$ cat src/rtl/pcs_pkg.sv
// Shared types and default timing constants for the EEE receive-LPI sequencer.
package pcs_pkg;

    typedef enum logic [2:0] {
        LPI_RX_ACTIVE    = 3'd0,
        LPI_RX_SLEEP     = 3'd1,
        LPI_RX_QUIET     = 3'd2,
        LPI_RX_WAKE      = 3'd3,
        LPI_RX_WTF       = 3'd4,
        LPI_RX_LINK_FAIL = 3'd5
    } lpi_rx_state_t;

    // Phase durations in clk cycles at 125 MHz.
    localparam int unsigned LPI_TQ_CYCLES = 625;        // 5 us quiet timeout
    localparam int unsigned LPI_TW_CYCLES = 125;        // 1 us wake timer
    localparam int unsigned LPI_WF_CYCLES = 6_250_000;  // 50 ms wake-fault timer
    localparam int unsigned LPI_CNT_W     = 23;

    // States that own the shared timer while occupied.
    function automatic logic lpi_is_timed(lpi_rx_state_t s);
        return (s == LPI_RX_QUIET) || (s == LPI_RX_WAKE) || (s == LPI_RX_WTF);
    endfunction

endpackage

$ cat src/rtl/lpi_shared_timer.sv
// Reloadable down-counter shared by all LPI phase timers.
module lpi_shared_timer #(
    parameter int unsigned CNT_W = 23
) (
    input  logic             clk,
    input  logic             rst,
    input  logic             load,
    input  logic [CNT_W-1:0] load_val,
    output logic             expired
);

    logic [CNT_W-1:0] cnt_q;
    logic [CNT_W-1:0] cnt_d;

    // Load wins over decrement; the count parks at zero instead of wrapping.
    always_comb begin
        cnt_d = cnt_q;
        if (load) begin
            cnt_d = load_val;
        end else if (cnt_q != '0) begin
            cnt_d = cnt_q - CNT_W'(1);
        end
    end

    // Counter register.
    always_ff @(posedge clk) begin
        if (rst) begin
            cnt_q <= '0;
        end else begin
            cnt_q <= cnt_d;
        end
    end

    assign expired = (cnt_q == '0);

endmodule

$ cat src/rtl/eee_rx_lpi_ctrl.sv
// EEE receive-LPI sequencer: walks the link through sleep, quiet, wake and
// wake-fault phases, timing each with one shared down-counter.
//
//  state      | meaning
//  -----------+----------------------------------------------------------
//  ACTIVE     | normal traffic, waiting for /LI/ with EEE enabled
//  SLEEP      | /LI/ seen, waiting for the line to go quiet
//  QUIET      | line quiet, PMA may power down; TQ running, refresh reloads
//  WAKE       | wake signalled, waiting for /I/ within TW
//  WTF        | wake timed out, waiting for /I/ within WF
//  LINK_FAIL  | TQ or WF expired; held until fail_clr
module eee_rx_lpi_ctrl
    import pcs_pkg::*;
#(
    parameter int unsigned TQ_CYCLES = LPI_TQ_CYCLES,
    parameter int unsigned TW_CYCLES = LPI_TW_CYCLES,
    parameter int unsigned WF_CYCLES = LPI_WF_CYCLES,
    parameter int unsigned CNT_W     = LPI_CNT_W
) (
    input  logic        clk,
    input  logic        rst,
    input  logic        lpi_en,
    input  logic        sleep_det,
    input  logic        quiet_det,
    input  logic        wake_det,
    input  logic        idle_det,
    input  logic        fail_clr,
    output logic        rx_lpi_active,
    output logic        rx_quiet,
    output logic [2:0]  lpi_state,
    output logic        wake_done,
    output logic        wake_err,
    output logic        link_fail,
    output logic [15:0] wtf_count
);

    lpi_rx_state_t    state_q, state_d;
    logic             wake_done_q, wake_done_d;
    logic             wake_err_q, wake_err_d;
    logic             rx_lpi_active_q, rx_lpi_active_d;
    logic             rx_quiet_q, rx_quiet_d;
    logic             link_fail_q, link_fail_d;
    logic [15:0]      wtf_count_q, wtf_count_d;
    logic             refresh;
    logic             tmr_load;
    logic [CNT_W-1:0] tmr_load_val;
    logic             tmr_expired;

    lpi_shared_timer #(
        .CNT_W (CNT_W)
    ) u_timer (
        .clk      (clk),
        .rst      (rst),
        .load     (tmr_load),
        .load_val (tmr_load_val),
        .expired  (tmr_expired)
    );

    // Next-state and pulse decode; lpi_en drop outranks every other event
    // in the LPI phases, wake/idle outrank the timer expiring on the same cycle.
    always_comb begin
        state_d     = state_q;
        wake_done_d = 1'b0;
        wake_err_d  = 1'b0;
        wtf_count_d = wtf_count_q;
        refresh     = 1'b0;
        case (state_q)
            LPI_RX_ACTIVE: begin
                if (sleep_det && lpi_en) state_d = LPI_RX_SLEEP;
            end
            LPI_RX_SLEEP: begin
                if (!lpi_en)        state_d = LPI_RX_ACTIVE;
                else if (quiet_det) state_d = LPI_RX_QUIET;
                else if (idle_det)  state_d = LPI_RX_ACTIVE;
            end
            LPI_RX_QUIET: begin
                if (!lpi_en)          state_d = LPI_RX_ACTIVE;
                else if (wake_det)    state_d = LPI_RX_WAKE;
                else if (sleep_det)   refresh = 1'b1;
                else if (tmr_expired) state_d = LPI_RX_LINK_FAIL;
            end
            LPI_RX_WAKE: begin
                if (!lpi_en) begin
                    state_d = LPI_RX_ACTIVE;
                end else if (idle_det) begin
                    state_d     = LPI_RX_ACTIVE;
                    wake_done_d = 1'b1;
                end else if (tmr_expired) begin
                    state_d    = LPI_RX_WTF;
                    wake_err_d = 1'b1;
                    if (wtf_count_q != 16'hFFFF) wtf_count_d = wtf_count_q + 16'd1;
                end
            end
            LPI_RX_WTF: begin
                if (!lpi_en) begin
                    state_d = LPI_RX_ACTIVE;
                end else if (idle_det) begin
                    state_d     = LPI_RX_ACTIVE;
                    wake_done_d = 1'b1;
                end else if (tmr_expired) begin
                    state_d = LPI_RX_LINK_FAIL;
                end
            end
            LPI_RX_LINK_FAIL: begin
                if (fail_clr) state_d = LPI_RX_ACTIVE;
            end
            default: state_d = LPI_RX_ACTIVE;
        endcase

        rx_lpi_active_d = (state_d == LPI_RX_SLEEP) || (state_d == LPI_RX_QUIET) ||
                          (state_d == LPI_RX_WAKE)  || (state_d == LPI_RX_WTF);
        rx_quiet_d      = (state_d == LPI_RX_QUIET);
        link_fail_d     = (state_d == LPI_RX_LINK_FAIL);
    end

    // Timer reloads on entry or refresh and is pinned to zero outside timed
    // phases, so a fresh entry never sees a stale count.
    always_comb begin
        tmr_load = !lpi_is_timed(state_d) || (state_d != state_q) || refresh;
        case (state_d)
            LPI_RX_QUIET: tmr_load_val = CNT_W'(TQ_CYCLES - 1);
            LPI_RX_WAKE:  tmr_load_val = CNT_W'(TW_CYCLES - 1);
            LPI_RX_WTF:   tmr_load_val = CNT_W'(WF_CYCLES - 1);
            default:      tmr_load_val = '0;
        endcase
    end

    // State and registered outputs.
    always_ff @(posedge clk) begin
        if (rst) begin
            state_q         <= LPI_RX_ACTIVE;
            wake_done_q     <= 1'b0;
            wake_err_q      <= 1'b0;
            rx_lpi_active_q <= 1'b0;
            rx_quiet_q      <= 1'b0;
            link_fail_q     <= 1'b0;
            wtf_count_q     <= 16'd0;
        end else begin
            state_q         <= state_d;
            wake_done_q     <= wake_done_d;
            wake_err_q      <= wake_err_d;
            rx_lpi_active_q <= rx_lpi_active_d;
            rx_quiet_q      <= rx_quiet_d;
            link_fail_q     <= link_fail_d;
            wtf_count_q     <= wtf_count_d;
        end
    end

    assign lpi_state     = state_q;
    assign rx_lpi_active = rx_lpi_active_q;
    assign rx_quiet      = rx_quiet_q;
    assign link_fail     = link_fail_q;
    assign wake_done     = wake_done_q;
    assign wake_err      = wake_err_q;
    assign wtf_count     = wtf_count_q;

endmodule

$ cat config.mk
export PLATFORM = sky130hd
export DESIGN_NAME = eee_rx_lpi_ctrl
export DESIGN_NICKNAME = d
export VERILOG_FILES = /design/src/rtl/pcs_pkg.sv /design/src/rtl/lpi_shared_timer.sv /design/src/rtl/eee_rx_lpi_ctrl.sv
export SDC_FILE = /design/constraint.sdc
export NUM_CORES = 1
export LEC_CHECK = 0
export ABC_AREA = 1
export CORE_UTILIZATION = 46
export CTS_CLUSTER_DIAMETER = 100
export DETAILED_ROUTE_END_ITERATION = 8
export MAX_ROUTING_LAYER = met4
export PLACE_DENSITY = 0.81
export SYNTH_ARGS = -nofsm -noshare
export SYNTH_HDL_FRONTEND = slang
export SYNTH_SLANG_ARGS = --single-unit
$ cat constraint.sdc
create_clock -name clk -period 1.9 [get_ports clk]
set_clock_uncertainty 0.15 [all_clocks]
set_input_delay 0.19 -clock clk [delete_from_list [all_inputs] [get_ports clk]]
set_output_delay 0.19 -clock clk [all_outputs]
set_load 0.02 [all_outputs]
==> run summary <==
Final WS setup: -0.3557 ns
WL/cell: 16.47 um
GPL Wtd Cong: 0.8826
Min-Delay Path Class: reg -> reg
CTS Root Cell: clkbuf_8
cts bufs inserted: 5
pre-CTS WS: -0.4298 ns
clock-pin slew on the worst setup and hold paths: 0.10 ns
# setup viols final: 43
vias in the first global route: 3135
status: finished, violations left
share of layout cells above drive strength 1: 39.84%
internal power: 0.001648 W
grt total ovfl: 0
cells after synthesis: 388
clock sink count: 47
CP startpoint kind: flip-flop
Worst path most repeated cell: nor2_4
Area Overhead vs Synth: 54.13%
CP Max Fanout: 8
most common cell in the synthesized netlist: nand2_1
min Tclk post-route: 2.256 ns
Post-synth EDFFs: 0
failing checks: setup timing
Req. time, crit path: 1.99 ns
vias: 3189
endpoints failing hold: 0
Yosys reg bits: 47
ys flop type: dfxtp_1
area of the core: 0.005642 mm2
fin. max-slew vios: 0
cell taking the most area after synthesis: dfxtp_1
pwr/cell area: 543.1 mW/mm2
ys async rst share: 0%
proportion of power drawn by the clock network: 34.5%
H-Tree Depth: 2
first-pass GRT wire length: 13810 um
Worst setup EP type: flip-flop
Sequential Power Share: 43.5%
CP max stage delay: 0.34 ns
worst-path cell chain: nor2_2 > nand2_2 > nor2_4 > nand3_4 > buf_6 > nor2_4 > nor2_4 > nand3_1 > nand2_2 > nor2_4 > buf_6 > nand3_1 > a21oi_1
Remaining DRCs: 0
Top Ports: 32
Placed Instances: 558
WHS: 0.3485 ns
Slew headroom: 71.91%
clk_lat worst skew: 0.31 ns
Net Count, Synth: 398
DR iter-0 viols: 227
buffers plus inverters on the worst setup path: 2
fmax: 443.3 MHz
hold_buf cts: 0
MaxCap Viol Count: 0
chip height: 79.43 um
fin cells: 574
Post-Layout Inst Area: 0.004250 mm2
register area share after synthesis: 34.12%
CTS tree: done
synth warn: 0
CP Class: reg -> reg
CP arrival: 2.34 ns
post-route clock period utilization: 118.7%
largest net degree at the start of global routing: 21
dominant cells by area after synthesis: dfxtp_1 34%, nand2_1 11%, inv_1 6.4%
switching portion of total power: 28.63%
Placed Instance Area: 0.003719 mm2
Psw: 0.0006608 W
maximum buffer depth of the clock tree: 2
initial antenna violation count: 0
Avg Cell Area, Syn: 7.107 um2
kind of cell adding the most delay to the critical path: simple AND/OR/NAND/NOR gates
final wirelength: 9456 um
Nets: 511
Pleak: 1.806 nW
GRT Util Overall: 28.76%
Cell variety after synth: 36
Logic pwr share: 22.0%
DR vias/cell: 5.556
Post-Synthesis Cell Area: 0.002758 mm2
final antenna-violating net count: 0
DRT Pass-1 Iters: 5
commonest cells in the synthesized netlist: 80 x nand2_1, 47 x dfxtp_1, 47 x inv_1, 42 x nor2_1, 31 x a21oi_1
area share of the leading cell type in the synthesized netlist: 34.12%
Cell Rows: 27
initial core utilization: 48.88%
RSZ-0062 raised after global routing: true
reg2reg setup slack: -0.36 ns
Max rail drop VDD: 422.5 uV
I/O Buffers: 31
die area: 0.006308 mm2
Worst-Margin Slew: 0.4155 ns
Die X: 79.43 um
Setup Total Neg Slack: -8.112 ns
# diodes: 0
Detail Placement HPWL: 5512 um
slowest cell on the critical path: dfxtp_2
==> path summary, 6_finish.rpt <==
kind,startpoint,end,cells past startpoint
max,u_timer.cnt_q[10],u_timer.cnt_q[6],13
min,wtf_count[8],wtf_count[8],2
max reg2reg,u_timer.cnt_q[10],u_timer.cnt_q[6],13
min reg2reg,wtf_count[8],wtf_count[8],2
==> kinds of logic (layout without fill, tap and decap cells) <==
| kind of cell | Yosys count | count (layout) | share of synthesized area (%) |
|---|---|---|---|
| flip-flops | 47 | 47 | 34.12 |
| AND/OR/NAND/NOR | 208 | 208 | 37.75 |
| AO/OA/AOI/OAI | 45 | 45 | 9.347 |
| XOR/XNOR | 28 | 28 | 8.893 |
| adder cells (fa/ha/maj) | 2 | 2 | 0.9073 |
| buffers and inverters | 58 | 172 | 8.983 |
==> routing by layer <==
metal	up-vias	track usage [%]	part of all wire, %
met1	1515	29.96	38
met2	146	51.97	52
met4	0	13.82	4.8
li1	1482	-	-
met5	-	-	0
met3	46	5.143	5.0
==> layout make-up <==
cell class                 count  area [um2]
multi-input combinational    283        1861
tap                           72       90.09
fill                         334        1391
timing repair buffer         115        1032
sequential                    47       960.9
clock inverter                 2       35.03
inverter                      49       188.9
clock buffer                   6       82.58
==> stage by stage <==
step	total power, W	utilization (%)
3_3_place_gp	0.001409	65.91
2_1_floorplan	0.001270	-
3_5_place_dp	0.001422	65.91
6_report	0.002308	75.34
5_1_grt	0.002385	75.34
4_1_cts	0.002255	72.74
==> power by group through the flow <==
stage	sequential, W	clock [W]	combinational, W
final	0.00100	0.000796	0.000508
after global routing	0.00101	0.000842	0.000538
after detailed placement	0.00102	0	0.000397
after global placement	0.00102	0	0.000385
after CTS	0.00100	0.000793	0.000460
after floorplan	0.00103	0	0.000241
==> worst register-to-register path, cell delays in order, from the launching register on <==
cell     delay, ns
dfxtp_2       0.34
nor2_2        0.12
nand2_2       0.10
nor2_4        0.19
nand3_4       0.12
buf_6         0.15
nor2_4        0.10
nor2_4        0.05
nand3_1       0.10
nand2_2       0.09
nor2_4        0.18
buf_6         0.19
nand3_1       0.10
a21oi_1       0.18
==> placed cells by master, fill, tap and decap left out, types with 2 or more instances in the layout <==
| cell type | n |
|---|---|
| o21ai_0 | 2 |
| a21oi_2 | 10 |
| nor3_2 | 6 |
| nor2_8 | 2 |
| o21a_1 | 2 |
| dfxtp_1 | 31 |
| nand2_4 | 2 |
| nor4_1 | 4 |
| nor2_1 | 32 |
| nor3_1 | 8 |
| nand2_1 | 65 |
| nor4_2 | 2 |
| buf_4 | 70 |
| xnor2_1 | 8 |
| dfxtp_2 | 16 |
| xor2_1 | 20 |
| clkbuf_8 | 6 |
| nor2_2 | 8 |
| nand4_1 | 5 |
| buf_12 | 4 |
| nand3_4 | 4 |
| nand2_2 | 18 |
| nand3_2 | 14 |
| inv_1 | 42 |
| nand3_1 | 22 |
| a21oi_1 | 23 |
| nor2_4 | 12 |
| clkinv_2 | 2 |
| inv_2 | 5 |
| o21ai_1 | 2 |
| buf_6 | 9 |
| clkdlybuf4s50_1 | 31 |
==> registers in the layout (all words and copies together) (netlist names) <==
signal         cells
rx_quiet           1
u_timer.cnt_q     23
rx_lpi_active      1
wake_err           1
link_fail          1
lpi_state          3
wake_done          1
wtf_count         16
==> what timing repair did <==
item                       CTS  global route
pin swaps                   20            16
gates resized for setup     56            36
setup endpoints to repair   43            44
setup buffers                6             2
(Power assumes the default switching activity.)
